===== config.mk =====
export PLATFORM = sky130hd
export DESIGN_NAME = butterfly_twiddle_pipe_flat
export DESIGN_NICKNAME = d
export VERILOG_FILES = /design/src/rtl/butterfly_twiddle_pipe_if.sv /design/src/rtl/butterfly_twiddle_pipe.sv /design/src/flat_wrapper.sv
export SDC_FILE = /design/constraint.sdc
export NUM_CORES = 1
export LEC_CHECK = 0
export CORE_MARGIN = 10
export CORE_UTILIZATION = 53
export DETAILED_ROUTE_END_ITERATION = 7
export GPL_ROUTABILITY_DRIVEN = 0
export PLACE_DENSITY_LB_ADDON = 0.1
export SETUP_SLACK_MARGIN = 0.05
export SLEW_MARGIN = 25
export SYNTH_ARGS = -nofsm -noshare
export SYNTH_HDL_FRONTEND = slang
export SYNTH_SLANG_ARGS = --single-unit

===== constraint.sdc =====
create_clock -name i_CLK -period 7.47 [get_ports i_CLK]
set_input_delay 1.494 -clock i_CLK [delete_from_list [all_inputs] [get_ports i_CLK]]
set_output_delay 1.494 -clock i_CLK [all_outputs]
set_load 0.01 [all_outputs]

===== src/rtl/butterfly_twiddle_pipe_if.sv =====
// Handshake and data bundle for one twiddle butterfly stage.
// master = upstream/downstream environment, slave = the butterfly itself.
interface butterfly_twiddle_pipe_if #(
  parameter int WORD_SZ = 16
);
  logic               i_valid;
  logic               o_ready;
  logic [WORD_SZ-1:0] in1;
  logic [WORD_SZ-1:0] in2;
  logic [WORD_SZ-1:0] i_twiddle;
  logic               i_inverse;
  logic               i_scale;
  logic               o_valid;
  logic               i_ready;
  logic [WORD_SZ-1:0] out1;
  logic [WORD_SZ-1:0] out2;
  logic               o_ovf;
  logic               i_ovf_clr;

  modport master (
    output i_valid, in1, in2, i_twiddle, i_inverse, i_scale, i_ready, i_ovf_clr,
    input  o_ready, o_valid, out1, out2, o_ovf
  );

  modport slave (
    input  i_valid, in1, in2, i_twiddle, i_inverse, i_scale, i_ready, i_ovf_clr,
    output o_ready, o_valid, out1, out2, o_ovf
  );
endinterface


===== src/rtl/butterfly_twiddle_pipe.sv =====
// Radix-2 DIT butterfly with complex twiddle multiply, 3-stage pipeline.
// out1 = A + B*W, out2 = A - B*W (W conjugated in inverse mode).
// Stage 1 registers operands, stage 2 registers the scaled products,
// stage 3 is the saturated output register. All stages stall together.
module butterfly_twiddle_pipe #(
  parameter int WORD_SZ = 16,
  parameter int TW_FRAC = WORD_SZ/2 - 2
) (
  input logic i_CLK,
  input logic i_RESET,
  butterfly_twiddle_pipe_if.slave bus
);
  localparam int HALF = WORD_SZ/2;
  // Products are HALF x (HALF+1) bits; the sum of two needs one more bit.
  localparam int PW   = 2*HALF + 2;
  localparam int SW   = PW + 1;
  localparam int MAXV = 2**(HALF-1) - 1;
  localparam int MINV = -(2**(HALF-1));

  logic adv;

  logic                   s1_valid, s1_scale;
  logic signed [HALF-1:0] s1_ar, s1_ai, s1_br, s1_bi, s1_wr;
  logic signed [HALF:0]   s1_wi;

  logic                   s2_valid, s2_scale;
  logic signed [HALF-1:0] s2_ar, s2_ai;
  logic signed [PW-1:0]   s2_pr, s2_pi;

  logic signed [HALF:0]   wi_in;
  logic signed [PW-1:0]   pr_full, pi_full;
  logic signed [SW-1:0]   sum1_r, sum1_i, sum2_r, sum2_i;
  logic [HALF-1:0]        q1r, q1i, q2r, q2i;
  logic [3:0]             sat_hit;

  // Returns {saturated, clipped value}.
  function automatic logic [HALF:0] sat(input logic signed [SW-1:0] v);
    if (v > SW'(MAXV))
      return {1'b1, HALF'(MAXV)};
    else if (v < SW'(MINV))
      return {1'b1, HALF'(MINV)};
    else
      return {1'b0, v[HALF-1:0]};
  endfunction

  assign adv         = bus.i_ready | ~bus.o_valid;
  assign bus.o_ready = adv;

  // Conjugate the twiddle on entry; one extra bit keeps -(-2^(HALF-1)) exact.
  always_comb begin
    wi_in = (HALF+1)'($signed(bus.i_twiddle[HALF-1:0]));
    if (bus.i_inverse)
      wi_in = -wi_in;
  end

  // Full-width complex product B*W, then drop the twiddle fraction bits.
  always_comb begin
    pr_full = PW'(s1_br) * PW'(s1_wr) - PW'(s1_bi) * PW'(s1_wi);
    pi_full = PW'(s1_br) * PW'(s1_wi) + PW'(s1_bi) * PW'(s1_wr);
  end

  // Butterfly sums, optional halving, saturation back to HALF bits.
  always_comb begin
    sum1_r = SW'(s2_ar) + SW'(s2_pr);
    sum1_i = SW'(s2_ai) + SW'(s2_pi);
    sum2_r = SW'(s2_ar) - SW'(s2_pr);
    sum2_i = SW'(s2_ai) - SW'(s2_pi);
    if (s2_scale) begin
      sum1_r = sum1_r >>> 1;
      sum1_i = sum1_i >>> 1;
      sum2_r = sum2_r >>> 1;
      sum2_i = sum2_i >>> 1;
    end
    {sat_hit[0], q1r} = sat(sum1_r);
    {sat_hit[1], q1i} = sat(sum1_i);
    {sat_hit[2], q2r} = sat(sum2_r);
    {sat_hit[3], q2i} = sat(sum2_i);
  end

  // Pipeline registers; the whole pipe moves only when the output can advance.
  always_ff @(posedge i_CLK) begin
    if (i_RESET) begin
      s1_valid    <= 1'b0;
      s2_valid    <= 1'b0;
      bus.o_valid <= 1'b0;
      bus.out1    <= '0;
      bus.out2    <= '0;
    end else if (adv) begin
      s1_valid    <= bus.i_valid;
      s1_scale    <= bus.i_scale;
      s1_ar       <= bus.in1[WORD_SZ-1:HALF];
      s1_ai       <= bus.in1[HALF-1:0];
      s1_br       <= bus.in2[WORD_SZ-1:HALF];
      s1_bi       <= bus.in2[HALF-1:0];
      s1_wr       <= bus.i_twiddle[WORD_SZ-1:HALF];
      s1_wi       <= wi_in;

      s2_valid    <= s1_valid;
      s2_scale    <= s1_scale;
      s2_ar       <= s1_ar;
      s2_ai       <= s1_ai;
      s2_pr       <= pr_full >>> TW_FRAC;
      s2_pi       <= pi_full >>> TW_FRAC;

      bus.o_valid <= s2_valid;
      bus.out1    <= {q1r, q1i};
      bus.out2    <= {q2r, q2i};
    end
  end

  // Sticky overflow; a new saturation beats a simultaneous clear.
  always_ff @(posedge i_CLK) begin
    if (i_RESET)
      bus.o_ovf <= 1'b0;
    else if (adv && s2_valid && (|sat_hit))
      bus.o_ovf <= 1'b1;
    else if (bus.i_ovf_clr)
      bus.o_ovf <= 1'b0;
  end
endmodule

===== src/flat_wrapper.sv =====
// flat-port wrapper written by rule: the top's interface ports become plain ports
module butterfly_twiddle_pipe_flat 
#(
  parameter int WORD_SZ = 16,
  parameter int TW_FRAC = WORD_SZ/2 - 2
)
  (i_CLK, i_RESET, bus_i_valid, bus_in1, bus_in2, bus_i_twiddle, bus_i_inverse, bus_i_scale, bus_i_ready, bus_i_ovf_clr, bus_o_ready, bus_o_valid, bus_out1, bus_out2, bus_o_ovf);
  butterfly_twiddle_pipe_if #(.WORD_SZ(WORD_SZ)) bus_i ();
  input logic i_CLK;
  input logic i_RESET;
  input wire logic [$bits(bus_i.i_valid)-1:0] bus_i_valid;
  input wire logic [$bits(bus_i.in1)-1:0] bus_in1;
  input wire logic [$bits(bus_i.in2)-1:0] bus_in2;
  input wire logic [$bits(bus_i.i_twiddle)-1:0] bus_i_twiddle;
  input wire logic [$bits(bus_i.i_inverse)-1:0] bus_i_inverse;
  input wire logic [$bits(bus_i.i_scale)-1:0] bus_i_scale;
  input wire logic [$bits(bus_i.i_ready)-1:0] bus_i_ready;
  input wire logic [$bits(bus_i.i_ovf_clr)-1:0] bus_i_ovf_clr;
  output wire logic [$bits(bus_i.o_ready)-1:0] bus_o_ready;
  output wire logic [$bits(bus_i.o_valid)-1:0] bus_o_valid;
  output wire logic [$bits(bus_i.out1)-1:0] bus_out1;
  output wire logic [$bits(bus_i.out2)-1:0] bus_out2;
  output wire logic [$bits(bus_i.o_ovf)-1:0] bus_o_ovf;
  assign bus_i.i_valid = bus_i_valid;
  assign bus_i.in1 = bus_in1;
  assign bus_i.in2 = bus_in2;
  assign bus_i.i_twiddle = bus_i_twiddle;
  assign bus_i.i_inverse = bus_i_inverse;
  assign bus_i.i_scale = bus_i_scale;
  assign bus_i.i_ready = bus_i_ready;
  assign bus_i.i_ovf_clr = bus_i_ovf_clr;
  assign bus_o_ready = bus_i.o_ready;
  assign bus_o_valid = bus_i.o_valid;
  assign bus_out1 = bus_i.out1;
  assign bus_out2 = bus_i.out2;
  assign bus_o_ovf = bus_i.o_ovf;
  butterfly_twiddle_pipe #(.WORD_SZ(WORD_SZ), .TW_FRAC(TW_FRAC)) u_core (.i_CLK(i_CLK), .i_RESET(i_RESET), .bus(bus_i));
endmodule

======== Word level (Yosys, flattened, before mapping) ========
Index checks and enable logic that the tools add are counted.
word-level totals
  register bits after elaboration ......... 127
  bits of input ports ..................... 55
  output and inout bits ................... 35
  logic and storage cells ................. 60
operators by class
  add/subtract/negate cells ............... 7
  multiply operators ...................... 4
  magnitude comparators ................... 8
  muxes and demuxes ....................... 15
  bitwise logic cells ..................... 3
  reductions and logical operators ........ 5
operators by type and width
  kind                                                                   count
  9-bit two-way mux                                                      9
  13-bit by 8-bit > comparator with 1-bit output, second input constant  4
  13-bit by 8-bit < comparator with 1-bit output, second input constant  4
  12-bit two-way mux                                                     4
  8-bit by 9-bit multiplier with 17-bit output                           2
  8-bit by 8-bit multiplier with 16-bit output                           2
  8-bit by 12-bit adder with 13-bit output                               2
  8-bit by 12-bit subtractor with 13-bit output                          2
  17-bit by 16-bit adder with 18-bit output                              1
  16-bit by 17-bit subtractor with 18-bit output                         1
  8-bit negation with 9-bit output                                       1
  4-bit OR reduction                                                     1
  1-bit logical AND                                                      2
  1-bit two-way mux                                                      2
  1-bit NOT                                                              2
  2-bit AND reduction                                                    1
  2-bit nonzero test                                                     1
  1-bit OR                                                               1

======== Longest topological paths before layout ========
  depth in word-level cells ............... 8
  mapped depth ............................ 24
  depth with buffers taken out ............ 23

======== Least setup slack after synthesis ========
Ideal clock, no wire load.
  kind .................................... input port to flip-flop
  from .................................... input bus_i_ready
  to ...................................... register u_core.bus.out1[2]
  library setup time ...................... 89 ps
  arrival ................................. 6359 ps
  required time ........................... 7381 ps
  setup slack ............................. 1022 ps
  stages on the path ...................... 5
  buffers on the path ..................... 1
  cell sequence ........................... nor2b_1 -> clkbuf_1 -> nor2_1 -> nand2b_1 -> o21ai_0
on the way
  word-level cells in the longest chain between the ends .. 1
RTL lines
  element                 RTL line                         RTL
  start: declaration      flat_wrapper.sv:17               input wire logic [$bits(bus_i.i_ready)-1:0] bus_i_ready;
  1-bit OR                butterfly_twiddle_pipe.sv:46     assign adv = bus.i_ready | ~bus.o_valid;
  end signal: assignment  butterfly_twiddle_pipe.sv:106    bus.out1 <= {q1r, q1i};
  end: declaration        butterfly_twiddle_pipe_if.sv:27  output o_ready, o_valid, out1, out2, o_ovf
No other way between the ends.
A chain may end at the register's enable or synchronous reset.

======== Worst setup path after layout ========
  from .................................... register u_core.s1_wr[1]
  to ...................................... register, netlist name u_core.s2_pi[11]
on the way
  word-level cells in the longest chain between the ends .. 2
RTL lines
  element                                       RTL line                      RTL
  start: declaration                            butterfly_twiddle_pipe.sv:23  logic signed [HALF-1:0] s1_ar, s1_ai, s1_br, s1_bi, s1_wr;
  start signal: assignment                      butterfly_twiddle_pipe.sv:95  s1_wr <= bus.i_twiddle[WORD_SZ-1:HALF];
  8-bit by 8-bit multiplier with 16-bit output  butterfly_twiddle_pipe.sv:59  pi_full = PW'(s1_br) * PW'(s1_wi) + PW'(s1_bi) * PW'(s1_wr);
  17-bit by 16-bit adder with 18-bit output     butterfly_twiddle_pipe.sv:59
  net u_core.pi_full[17]                        butterfly_twiddle_pipe.sv:31  logic signed [PW-1:0] pr_full, pi_full;
The timed path passes the listed nets, and every way through them passes these cells.

==> results.yml <==
placement:
  place_ws_ps: 676
  portBuffers: 89
  hpwl_um: 32700
clock_network:
  clkLatencyLatePin_ps: 460
  cts_hold_buf: 0
  cts_tree: "yes"
  postCtsSetupBuffers: 0
  root_buffer: "clkbuf_16"
  path_clk_slew_ps: 70
  cts.path.max_buffers: 2
  cts.sinks: 127
  cts-buffers-inserted: 17
  cts-resized-gates: 0
  htree_levels: 4
route:
  ant_nets: 0
  routed_wl_um: 41000
  vias: 12800
  drt-met1-wl_um: 17900
  dr.first_iter.drc_count: 757
  dr_wl_met3_um: 2280
  first_pass_iters: 5
  met2_length_um: 19600
  highest_layer: "met4"
  via_per_inst: 5.33
  route.detailed.drc: 0
  routedWlPerCell_um: 17.1
critical_path:
  cp.arrival_ps: 7030
  setup.worst_path.class: "flip-flop to flip-flop"
  crit_path_max_fanout: 16
  r2r_slack_ps: 640
  required_ps: 7670
  r2r_cells: 18
  r2r_start: "u_core.s1_wr[1]$_DFFE_PP_"
  end_kind: "flip-flop"
  setup.worst_path.start_class: "flip-flop"
  reg2reg_to: "u_core.s2_pi[11]$_DFFE_PP_"
final_layout:
  num_antenna_cells: 0
  nets: 2446
  final_cell_mix: "inv_1 (386), fa_1 (302), and2_1 (157), ha_1 (157), nand2_1 (139)"
  fillers: 2938
  seqCellArea_um2: 3450
  drive_above_1_share_pct: 2.78
  syn2layout_area_growth_pct: 10.5
  multi_input_area_um2: 12900
  layout_commonest_cell: "inv_1"
outcome:
  status: "completed"
floorplanning:
  die_y_um: 205
  start_util_pct: 53.8
  rows: 67
  core_area_um2: 33600
  ios: 90
  die-area_um2: 41900
  die_w_um: 205
yosys:
  ys_warn_count: 0
  synth-seq-cells: 127
  synth.avg_cell_area_um2: 9.64
  syn_area_um2: 18100
  yosysSeqAreaShare_pct: 19.1
  synth_cell_types: 64
  syn_nets: 2390
  ys.flop_type: "edfxtp_1"
  synth_edf_count: 91
  async_flop_share_pct: 0
  synthCells: 1876
worst_hold_path:
  hold_end: "u_core.s2_ar[7]$_DFFE_PP_"
  hold_start: "u_core.s1_ar[7]$_DFFE_PP_"
  hold_depth: 0
  hold_class: "flip-flop to flip-flop"
global_routing:
  grtUsageTotal_pct: 21.0
  grt_overflow_total: 0
  antenna_found_initial: 0
  grt_max_degree: 64
  grt_pass1_vias: 13800
  grt_pass1_wl_um: 69800
sta:
  slew_viol_final: 0
  slew_headroom_pct: 38.6
  finClkSkew_ps: 20.8
  grt_setup_unrepaired: "false"
  fmax_mhz: 146
  hold_violations: 0
  post-route-period-util_pct: 91.5
  worst_pin_slew_ps: 919
  setup_tns_ps: 0
  setup_viol: 0
  timing.final.ws_setup_ps: 637
  fin_crit_ps: 6830
job:
  maxCapViolations: 0
==> registers in the layout (all words and copies together) (netlist names) <==
signal	count
u_core.s1_wr	8
u_core.s2_pr	12
u_core.bus.o_ovf	1
u_core.s1_wi	9
u_core.bus.out2	16
u_core.s1_bi	8
u_core.bus.out1	16
u_core.s2_valid	1
u_core.s2_ar	8
u_core.s2_ai	8
u_core.bus.o_valid	1
u_core.s1_valid	1
u_core.s1_ai	8
u_core.s2_pi	12
u_core.s1_scale	1
u_core.s2_scale	1
u_core.s1_ar	8
u_core.s1_br	8
==> layout make-up <==
class / instances / share of cell area, %
Timing Repair Buffer: 101 / 4.91
Clock inverter: 10 / 0.695
Multi-Input combinational cell: 1296 / 64.7
Clock buffer: 22 / 2.27
Inverter: 389 / 7.31
Sequential cell: 127 / 17.3
Tap cell: 448 / 2.81
==> routing by layer <==
metal  up-vias  global-route usage (%)
li1       5989                       -
met1      6345                    27.5
met2       355                    34.7
met3        71                    3.11
met4         0                    7.54
met5         -                       0
==> Yosys cell counts, types with 26 or more instances <==
cell type | n | share of area [%]
nor2_1 | 116 | 2.4
xnor2_1 | 64 | 3.1
inv_1 | 386 | 8.0
fa_1 | 302 | 33
nor3_1 | 37 | 1.0
ha_1 | 157 | 11
and2_1 | 157 | 5.4
nor2b_1 | 26 | 0.90
o21ai_0 | 54 | 1.5
a21oi_1 | 39 | 1.1
dfxtp_1 | 36 | 4.0
edfxtp_1 | 91 | 15
clkbuf_1 | 56 | 1.2
nand2_1 | 139 | 2.9
==> logic make-up (layout without fill, tap and decap cells) <==
logic type	after synthesis	count (layout)	synth area share, %
AO/OA/AOI/OAI	200	200	7.48
AND/OR/NAND/NOR	543	543	15.0
adder cells (fa/ha/maj)	459	459	44.3
multiplexers	15	15	0.858
buffers and inverters	453	522	9.46
XOR/XNOR	79	79	3.82
flip-flops	127	127	19.1
==> worst max path at each step <==
stage / start / to / slack (ps)
finish: u_core.s1_wr[1]$_DFFE_PP_ / u_core.s2_pi[11]$_DFFE_PP_ / 640
global route: u_core.s1_wi[3]$_DFFE_PP_ / u_core.s2_pi[11]$_DFFE_PP_ / 240
CTS: u_core.s1_wr[1]$_DFFE_PP_ / u_core.s2_pi[11]$_DFFE_PP_ / 700
detailed placement: u_core.s1_wr[1]$_DFFE_PP_ / u_core.s2_pi[11]$_DFFE_PP_ / 680
global placement: u_core.s1_wi[5]$_DFFE_PP_ / u_core.s2_pi[11]$_DFFE_PP_ / 970
floorplan: bus_i_ready / u_core.bus.out1[2]$_SDFFE_PP0N_ / 1020
==> critical path: stages (launching register included) <==
cell and delay (ps):
edfxtp_1 730, and2_1 530, fa_1 540, fa_1 500
fa_1 570, fa_1 440, fa_1 490, inv_1 50
fa_1 470, inv_1 40, ha_1 310, and3_1 190
a21oi_1 100, o21ai_0 160, o41ai_1 630, o21ai_0 330
nor4_1 260, nor3_1 110, xnor2_1 130
==> per-stage QoR <==
| step | instances | hold WS, ps | utilization (%) | cell area, um2 |
|---|---|---|---|---|
| after floorplan | 1876 | 400 | - | 18100 |
| after global placement | 2361 | 404 | 57.7 | 19400 |
| after detailed placement | 2361 | 406 | 57.7 | 19400 |
| after CTS | 2393 | 421 | 59.4 | 20000 |
| after global routing | 2393 | 424 | 59.4 | 20000 |
| final | 2393 | 420 | 59.4 | 20000 |
Power is left out: the tool's default activity adds up to more than one toggle a clock period on the data nets, which glitch-free logic cannot reach.
